===== src/rtl/ram_arbiter_pkg.sv =====
// Shared encodings for the two-port RAM arbiter: FSM states and port IDs.
package ram_arbiter_pkg;

    typedef enum logic [1:0] {
        ARB_IDLE = 2'd0,
        ARB_MCU  = 2'd1,
        ARB_DMA  = 2'd2
    } arb_state_t;

    typedef enum logic {
        PORT_MCU = 1'b0,
        PORT_DMA = 1'b1
    } port_id_t;

endpackage


===== src/rtl/ram_arbiter.sv =====
// Two-port (MCU, DMA) arbiter for a single synchronous RAM; no port is granted twice in a row.
// Define RAM_ARB_RR_EN to break ties round-robin; otherwise ties always go to the MCU.
module ram_arbiter
    import ram_arbiter_pkg::*;
#(
    parameter int ADDR_WIDTH = 8,
    parameter int DATA_WIDTH = 8
) (
    input  logic                  clk,
    input  logic                  rst,
    input  logic                  mcu_req,
    input  logic                  mcu_write,
    input  logic [ADDR_WIDTH-1:0] mcu_addr,
    input  logic [DATA_WIDTH-1:0] mcu_wdata,
    input  logic                  dma_req,
    input  logic                  dma_write,
    input  logic [ADDR_WIDTH-1:0] dma_addr,
    input  logic [DATA_WIDTH-1:0] dma_wdata,
    output logic                  mcu_gnt,
    output logic                  dma_gnt,
    output logic                  mcu_rvalid,
    output logic                  dma_rvalid,
    output logic [DATA_WIDTH-1:0] mcu_rdata,
    output logic [DATA_WIDTH-1:0] dma_rdata,
    output logic                  mcu_stall,
    output logic                  ram_write,
    output logic [ADDR_WIDTH-1:0] ram_addr,
    output logic [DATA_WIDTH-1:0] ram_wdata,
    input  logic [DATA_WIDTH-1:0] ram_rdata,
    output logic                  busy
);

    arb_state_t            state, next_state;
    logic [ADDR_WIDTH-1:0] addr_q;
    logic [DATA_WIDTH-1:0] wdata_q;
    logic                  mcu_elig, dma_elig;
`ifdef RAM_ARB_RR_EN
    port_id_t              last_grant;
`endif

    // The port holding the grant this cycle sits out the next decision.
    assign mcu_elig = mcu_req && (state != ARB_MCU);
    assign dma_elig = dma_req && (state != ARB_DMA);

    always_comb begin
        next_state = ARB_IDLE;
        if (mcu_elig && dma_elig) begin
`ifdef RAM_ARB_RR_EN
            next_state = (last_grant == PORT_MCU) ? ARB_DMA : ARB_MCU;
`else
            next_state = ARB_MCU;
`endif
        end else if (mcu_elig) begin
            next_state = ARB_MCU;
        end else if (dma_elig) begin
            next_state = ARB_DMA;
        end
    end

    always_ff @(posedge clk) begin
        if (rst) begin
            state      <= ARB_IDLE;
            mcu_rvalid <= 1'b0;
            dma_rvalid <= 1'b0;
            addr_q     <= '0;
            wdata_q    <= '0;
`ifdef RAM_ARB_RR_EN
            last_grant <= PORT_DMA;
`endif
        end else begin
            state      <= next_state;
            mcu_rvalid <= (state == ARB_MCU) && !mcu_write;
            dma_rvalid <= (state == ARB_DMA) && !dma_write;
            if (state != ARB_IDLE) begin
                addr_q  <= ram_addr;
                wdata_q <= ram_wdata;
            end
`ifdef RAM_ARB_RR_EN
            if (state == ARB_MCU) last_grant <= PORT_MCU;
            else if (state == ARB_DMA) last_grant <= PORT_DMA;
`endif
        end
    end

    // RAM command follows the granted port; idle keeps the last address/data on the bus.
    always_comb begin
        ram_write = 1'b0;
        ram_addr  = addr_q;
        ram_wdata = wdata_q;
        case (state)
            ARB_MCU: begin
                ram_write = mcu_write;
                ram_addr  = mcu_addr;
                ram_wdata = mcu_wdata;
            end
            ARB_DMA: begin
                ram_write = dma_write;
                ram_addr  = dma_addr;
                ram_wdata = dma_wdata;
            end
            default: ;
        endcase
    end

    assign mcu_gnt   = (state == ARB_MCU);
    assign dma_gnt   = (state == ARB_DMA);
    assign mcu_rdata = ram_rdata;
    assign dma_rdata = ram_rdata;
    assign mcu_stall = mcu_req && !mcu_gnt;
    assign busy      = (state != ARB_IDLE);

endmodule


===== config.mk =====
export PLATFORM = sky130hd
export DESIGN_NAME = ram_arbiter
export DESIGN_NICKNAME = d
export VERILOG_FILES = /design/src/rtl/ram_arbiter_pkg.sv /design/src/rtl/ram_arbiter.sv
export SDC_FILE = /design/constraint.sdc
export NUM_CORES = 1
export LEC_CHECK = 0
export ABC_AREA = 1
export CORE_UTILIZATION = 47
export CTS_BUF_LIST = sky130_fd_sc_hd__clkbuf_4 sky130_fd_sc_hd__clkbuf_8 sky130_fd_sc_hd__clkbuf_16
export DETAILED_ROUTE_END_ITERATION = 8
export DONT_BUFFER_PORTS = 1
export HOLD_SLACK_MARGIN = 0.12
export PLACE_DENSITY = 0.67
export SYNTH_ARGS = -nofsm -noshare
export SYNTH_HDL_FRONTEND = slang
export SYNTH_SLANG_ARGS = --single-unit

===== constraint.sdc =====
create_clock -name clk -period 1.9 [get_ports clk]
set_input_delay 0.095 -clock clk [delete_from_list [all_inputs] [get_ports clk]]
set_output_delay 0.095 -clock clk [all_outputs]
set_load 0.05 [all_outputs]

==> results.py <==
metrics = {
    "critical_path": {
        "worstPathCellList": "inv_2 > ha_4 > buf_6 > or2_2 > nand2_1 > inv_1 > buf_12",
        "start_kind": "flip-flop",
        "worstPathArrival_ns": 1.72,
        "startpoint": "state[0]",
        "endpoint_kind": "primary output",
        "cpPeakStageDelay_ns": 0.38,
        "cpMaxStageDelayCell": "dfxtp_4",
        "cp_max_fo": 14,
        "cp.required_ns": 1.80,
        "reg2reg_from": "state[1]",
        "worst-setup-path-type": "flip-flop to primary output",
    },
    "global_routing": {
        "grt_pass1_wl_um": 6210,
        "grt_start_max_net_pins": 34,
        "grt_pass1_vias": 1460,
        "gr-total-overflow": 0,
        "antenna_found_initial": 0,
        "globalRouteTotalUtil_pct": 24.73,
    },
    "outcome": {
        "status": "complete, no violations",
    },
    "logic_synthesis": {
        "synth_top_family_by_area": "simple AND/OR/NAND/NOR gates",
        "synth_seq_cells": 20,
        "synth.avg_cell_area_um2": 7.167,
        "synthCells": 195,
        "synth_xor_area_share_pct": 0,
        "synth_top_area_share_pct": 28.65,
        "synth_top_area_cell": "dfxtp_1",
        "synth_mux_area_share_pct": 0,
        "seq_area_frac_synth_pct": 28.65,
        "synthSimpleGateAreaFrac_pct": 32.41,
        "yosysUniqueCellTypes": 23,
        "ys.warnings.count": 0,
        "synth_compound_area_share_pct": 14.41,
        "synth_area_mm2": 0.001398,
        "yosys.area_share.adder_pct": 3.581,
        "synth_nets": 245,
        "synth.area.top_cells": "dfxtp_1, nand2_1, buf_4",
    },
    "placed_design": {
        "hpwl_um": 2264,
        "placed_area_mm2": 0.001627,
        "pre_cts_ws_ns": 0.3186,
        "port_buffers": 0,
        "gp_congestion": 0.7168,
    },
    "worst_hold_path": {
        "min_from": "ram_rdata[7]",
        "min_path_type": "primary input to primary output",
    },
    "pwr": {
        "power_mw": 1.695,
        "powerDensity_mw_per_mm2": 806.4,
        "p_leak_nw": 0.9437,
        "vdd_ir_drop_max_mv": 0.8919,
    },
    "timing": {
        "post-route-period-util_pct": 95.34,
        "finalCriticalPeriod_ns": 1.811,
        "final_max_slew_viol_count": 0,
        "fmax_mhz": 552.1,
        "relSlewSlack_pct": 61.36,
        "final_hold_viol_count": 0,
        "rsz0062_at_grt": "no",
        "setup_tns_ns": 0,
        "tightest_slew_ns": 0.5787,
        "fin_ws_ns": 0.08860,
        "setup_viol": 0,
        "fin_worst_skew_ns": 0.007336,
    },
    "floorplan": {
        "pin_count": 85,
        "start_util_pct": 50.25,
        "chipHeight_um": 56.53,
        "core_area_mm2": 0.002781,
        "dieArea_mm2": 0.003196,
        "die_w_um": 56.53,
        "num_rows": 19,
    },
    "detailed_routing": {
        "dr_total_vias": 1378,
        "wl_per_cell_um": 14.70,
        "drt_wl_total_um": 3909,
        "viasPerCell": 5.180,
        "drc": 0,
        "firstDrtPassIters": 4,
        "first_iter_violations": 28,
        "antenna_left": 0,
    },
    "clocking": {
        "clk_latency_ns": 0.31,
        "clkSinkCount": 20,
        "clk_pin_slew_ns": 0.12,
        "cts_buffer_depth": 2,
        "cts_buffers": 3,
        "cts_tree": "yes",
        "htreeDepth": 1,
        "root_buffer": "clkbuf_4",
    },
    "finish": {
        "nets": 286,
        "final_area_mm2": 0.002102,
        "n_fill_cell": 189,
        "area_delta_synth_final_pct": 50.40,
        "post-route-util_pct": 75.57,
        "drive_above_1_share_pct": 27.66,
        "antenna_cells": 0,
    },
    "run": {
        "drv_cap": 0,
    },
}
[cell type report]
cell class              count  area (um2)  area share, %
flip-flops and latches     20       405.4          19.29
multi-input cells         127       733.2          34.88
inverters                  21       78.83          3.750
clock inverters             1       30.03          1.429
clock buffers               3       22.52          1.071
repair buffers             63       793.3          37.74
well taps                  31       38.79          1.845
[metrics by stage]
step,cells,hold slack [ns]
after global routing,266,0.1901
after global placement,224,0.1684
after CTS,265,0.1793
final,266,0.1900
after floorplan,195,0.1669
after detailed placement,224,0.1697
[routing by layer]
layer / vias to the layer above / GRT usage [%] / wire length, um
met2: 60 / 49.41 / 2094
met4: 0 / 6.969 / 84
met5: - / 0 / 0
met1: 629 / 24.50 / 1489
li1: 674 / - / -
met3: 15 / 6.221 / 241
[cells in the mapped netlist, drive strengths merged]
master and instances:
nand2 53, buf 25, inv 21, dfxtp 20, a21oi 16, nand3 16
o21ai 16, or2 16, ha 4, nor2 3, clkbuf 2, nor3 2
a21boi 1
[repair_timing]
| item | CTS | global route |
|---|---|---|
| hold endpoints to repair | 20 | 0 |
| setup buffers | 0 | 1 |
| gates resized for setup | 4 | 8 |
| hold buffers | 37 | 0 |
| endpoints found under the setup margin | 11 | 17 |
[critical path: cells and delay by family, from the launching register on]
kind	cells	cell delay, ns
flops	1	0.38
fa+ha+maj	1	0.25
simple gates	2	0.37
buf+inv	4	0.41
[flip-flops by register name (all words and copies together), names as in the netlist]
signal and cells:
addr_q 8, dma_rvalid 1, mcu_rvalid 1, state 2
wdata_q 8
[placed cells by master (no fill, tap or decap), drive strengths merged]
master,netlist,routed
clkbuf,2,3
nand2,53,53
or2,16,16
inv,21,21
buf,25,26
o21ai,16,16
nand3,16,16
a21oi,16,16
bufinv,0,1
dlygate4sd3,0,37
nor2,3,3
ha,4,4
a21boi,1,1
dfxtp,20,20
nor3,2,2
[cells by family (layout without fill, tap and decap cells)]
group                    after synthesis  count (layout)
AO/OA/AOI/OAI                         33              33
flip-flops                            20              20
AND/OR/NAND/NOR                       90              90
buffers and inverters                 48              88
adder cells (fa/ha/maj)                4               4
[report_power, final]
part | internal, mW | switching [mW]
sequential | 0.456 | 0.0207
clock | 0.213 | 0.140
combinational | 0.389 | 0.476
[path summary, 6_finish.rpt]
path	endpoint	slack, ns	depth (start not counted)
max	ram_wdata[6]	0.09	7
min	dma_rdata[7]	0.19	0
min reg2reg	addr_q[0]	0.53	2
max reg2reg	state[0]	0.26	5
Note: power is estimated with default switching activity, not from simulation.
